## src/rtl/mem_master.sv

```systemverilog
// Single-request bus initiator for the 128x8 RAM: drives en/read/write strobes,
// waits for ready with a bounded timeout, and reports done/err to the control unit.
module mem_master #(
    parameter int ADDR_W  = 7,
    parameter int DATA_W  = 8,
    parameter int TIMEOUT = 15
) (
    input  logic              clk,
    input  logic              rst_n,
    input  logic              req,
    input  logic              req_we,
    input  logic [ADDR_W-1:0] req_addr,
    input  logic [DATA_W-1:0] req_wdata,
    output logic              busy,
    output logic              done,
    output logic              err,
    output logic [DATA_W-1:0] rdata,
    output logic              mem_en,
    output logic              mem_read,
    output logic              mem_write,
    output logic [ADDR_W-1:0] mem_address,
    output logic [DATA_W-1:0] mem_wdata,
    input  logic [DATA_W-1:0] mem_rdata,
    input  logic              mem_ready
);

    typedef enum logic [1:0] {
        IDLE   = 2'd0,
        ACCESS = 2'd1,
        DONE   = 2'd2
    } state_t;

    // Last ACCESS cycle index before giving up; the counter never exceeds it.
    localparam logic [7:0] WAIT_LIMIT = 8'(TIMEOUT - 1);

    state_t     state_reg;
    logic [7:0] wait_cnt_reg;

    always_ff @(posedge clk) begin
        if (!rst_n) begin
            state_reg    <= IDLE;
            wait_cnt_reg <= '0;
            busy         <= 1'b0;
            done         <= 1'b0;
            err          <= 1'b0;
            rdata        <= '0;
            mem_en       <= 1'b0;
            mem_read     <= 1'b0;
            mem_write    <= 1'b0;
            mem_address  <= '0;
            mem_wdata    <= '0;
        end else begin
            case (state_reg)
                IDLE: begin
                    done <= 1'b0;
                    if (req) begin
                        mem_address  <= req_addr;
                        mem_wdata    <= req_wdata;
                        mem_en       <= 1'b1;
                        mem_read     <= ~req_we;
                        mem_write    <= req_we;
                        busy         <= 1'b1;
                        err          <= 1'b0;
                        wait_cnt_reg <= '0;
                        state_reg    <= ACCESS;
                    end
                end

                ACCESS: begin
                    // Ready wins over the timeout when both land on the same edge.
                    if (mem_ready) begin
                        if (mem_read) begin
                            rdata <= mem_rdata;
                        end
                        done      <= 1'b1;
                        mem_en    <= 1'b0;
                        mem_read  <= 1'b0;
                        mem_write <= 1'b0;
                        state_reg <= DONE;
                    end else if (wait_cnt_reg == WAIT_LIMIT) begin
                        err       <= 1'b1;
                        done      <= 1'b1;
                        mem_en    <= 1'b0;
                        mem_read  <= 1'b0;
                        mem_write <= 1'b0;
                        state_reg <= DONE;
                    end else begin
                        wait_cnt_reg <= wait_cnt_reg + 8'd1;
                    end
                end

                DONE: begin
                    done      <= 1'b0;
                    busy      <= 1'b0;
                    state_reg <= IDLE;
                end

                default: begin
                    state_reg <= IDLE;
                end
            endcase
        end
    end

endmodule
```

## config.mk

```make
export PLATFORM = sky130hd
export DESIGN_NAME = mem_master
export DESIGN_NICKNAME = d
export VERILOG_FILES = /design/src/rtl/mem_master.sv
export SDC_FILE = /design/constraint.sdc
export NUM_CORES = 1
export LEC_CHECK = 0
export ABC_CLOCK_PERIOD_IN_PS = 2790
export BUFFER_PORTS_ARGS = -buffer_cell sky130_fd_sc_hd__buf_2
export CORE_MARGIN = 2
export CORE_UTILIZATION = 40
export CTS_BUF_LIST = sky130_fd_sc_hd__clkbuf_8
export CTS_CLUSTER_DIAMETER = 120
export DETAILED_ROUTE_END_ITERATION = 8
export PLACE_DENSITY = 0.77
export SKIP_CTS_REPAIR_TIMING = 1
export SLEW_MARGIN = 20
export SYNTH_ARGS = -nofsm -noshare
export SYNTH_HDL_FRONTEND = slang
export SYNTH_SLANG_ARGS = --single-unit
```

## constraint.sdc

```tcl
create_clock -name clk -period 2.79 [get_ports clk]
set_input_delay 0.4185 -clock clk [delete_from_list [all_inputs] [get_ports clk]]
set_output_delay 0.4185 -clock clk [all_outputs]
set_load 0.05 [all_outputs]
```

==> impl_metrics.ini <==
[worst_setup_path]
path_class = reg -> reg
endpoint_kind = flop
worstPathRequired_ps = 3020
arrival_ps = 2070
cp_max_fo = 14
start_kind = flop

[pwr]
internal_power_mw = 0.983
p_total_mw = 1.31
pwr-share-seq_pct = 45.2
vdd_drop_max_v = 0.000499
combPwrFrac_pct = 13.8
clock_power_share_pct = 41.0
switchingPower_mw = 0.330
p_sw_share_pct = 25.1
powerDensity_mw_per_mm2 = 664
leakagePower_nw = 0.874

[cells_and_area]
drive_above_1_share_pct = 28.3
nFillCells = 344
area_delta_synth_final_pct = 29.3
antennaDiodeCount = 0
fin_cells = 292
fin_nets = 273
final_util_pct = 54.0
seq_area_um2 = 781
multi_input_area_um2 = 694

[timing]
finalCritPeriodShare_pct = 66.0
setup_violations = 0
skew_ps = 5.08
fmax_mhz = 543
tightest_slew_ps = 586
slew_headroom_pct = 60.8
slew_violations = 0
tns_ps = 0
rsz0062_at_grt = false
hold_violations = 0
min_period_ps = 1840

[synth]
yosys_warnings = 0
synth_edf_count = 0
ys_ff_latch = 39
syn_area_mm2 = 0.00153
synthCells = 188
yosysSeqAreaShare_pct = 51.0
synth_area_per_cell_um2 = 8.14
synth.distinct_cells = 34
synth-main-ff-cell = dfxtp_1
syn_nets = 218
async_flop_share_pct = 0

[global_routing]
grt_max_degree = 25
overflow = 0
grt_use_total_pct = 16.2
grt_pass1_vias = 1275
grt_pass1_wl_um = 5510
antenna_found_initial = 0

[placed_design]
io_buffers = 56
place_congestion = 0.836
dpl.cell_count = 284
hpwl_um = 2380

[route]
drt_iter0_markers = 52
route.detailed.drc = 0
vias = 1456
ant_nets = 0
via_per_inst = 4.99
firstDrtPassIters = 5
avgRoutedWirePerCell_um = 11.3
totalWireLength_um = 3300

[floorplan]
rows = 22
io_pins = 57
die-area_mm2 = 0.00434
die-height_um = 65.9
coreArea_mm2 = 0.00366
fp.dieW_um = 65.9
initial_core_util_pct = 41.8

[status]
status = completed

[clock_tree]
clkTransAtPathRegs_ps = 70
cts_buffer_depth = 2
cts_root_buffer = clkbuf_8
cts_tree = built
clock_latency_ps = 280
htree_levels = 2
cts_buffers = 5
clock-sinks = 39

[min_path]
hold_class = in -> reg

[job]
max_cap_viol_count = 0
==> area by class of cell <==
class	instances	area share (%)
Sequential cell	39	39.5
Multi-Input combinational cell	135	35.1
Timing Repair Buffer	58	14.9
Clock buffer	5	3.48
Clock inverter	3	3.23
Tap cell	48	3.04
Inverter	4	0.759
==> final timing paths <==
check / cells past startpoint / slack [ps] / from / end
worst min register to register: 2 / 450 / rdata[3]$_SDFFE_PN0P_ / rdata[3]$_SDFFE_PN0P_
worst min-delay path: 3 / 360 / req_addr[3] / mem_address[3]$_SDFFE_PN0P_
worst max register to register: 6 / 950 / wait_cnt_reg[0]$_SDFFE_PN0P_ / wait_cnt_reg[3]$_SDFFE_PN0P_
worst max-delay path: 6 / 950 / wait_cnt_reg[0]$_SDFFE_PN0P_ / wait_cnt_reg[3]$_SDFFE_PN0P_
==> worst max-delay path, stage by stage (launching register included) <==
cell	delay [ps]
dfxtp_1	390
inv_1	80
ha_1	190
and4b_1	220
a21bo_2	310
or4_1	520
nand2_1	70
==> cell usage after synthesis, types with 2 or more instances <==
| cell type | n | area (um2) |
|---|---|---|
| nand2_1 | 56 | 210 |
| dfxtp_1 | 39 | 781 |
| a21oi_1 | 31 | 155 |
| nand3_1 | 9 | 45.0 |
| clkbuf_1 | 8 | 30.0 |
| nor2_1 | 7 | 26.3 |
| inv_1 | 4 | 15.0 |
| o21ai_0 | 4 | 20.0 |
| and3_1 | 2 | 12.5 |
| buf_2 | 2 | 10.0 |
| ha_1 | 2 | 25.0 |
| or4_1 | 2 | 15.0 |
==> through the flow <==
| step | hold slack (ps) | area (um2) | setup WS, ps |
|---|---|---|---|
| 2_1_floorplan | 479 | 1530 | 1150 |
| 3_3_place_gp | 441 | 1850 | 1010 |
| 3_5_place_dp | 445 | 1850 | 972 |
| 4_1_cts | 359 | 1980 | 944 |
| 5_1_grt | 360 | 1980 | 872 |
| 6_report | 364 | 1980 | 950 |
==> placed cells by master (no fill, tap or decap), types with 2 or more instances in the layout <==
master      n
inv_1       5
o21ai_0     4
nor2_1      7
bufinv_16   2
a21oi_1    31
nand2_1    56
and3_1      2
clkbuf_8    5
buf_4       2
buf_2      56
or4_1       2
dfxtp_1    39
nand3_1     9
ha_1        2
==> layer usage <==
layer	vias up	global-route usage (%)	wire, um
met5	-	0	0
met4	0	5.47	12
met3	2	4.26	243
met2	52	26.8	1530
met1	656	20.4	1510
li1	746	-	-
==> cell families (layout without fill, tap and decap cells) <==
| kind of cell | after synthesis | after routing | synth area share (%) |
|---|---|---|---|
| flip-flops | 39 | 39 | 51.0 |
| adder cells (fa/ha/maj) | 2 | 2 | 1.64 |
| AO/OA/AOI/OAI | 44 | 44 | 16.1 |
| AND/OR/NAND/NOR | 88 | 88 | 27.1 |
| XOR/XNOR | 1 | 1 | 0.572 |
| buffers and inverters | 14 | 70 | 3.60 |
==> power by group through the flow <==
stage,combinational [mW],sequential [mW],clock (mW)
2_1_floorplan,0.0589,0.676,0
3_3_place_gp,0.181,0.606,0
3_5_place_dp,0.182,0.607,0
4_1_cts,0.182,0.594,0.552
5_1_grt,0.197,0.597,0.573
6_report,0.181,0.594,0.538
(Power assumes the default switching activity.)
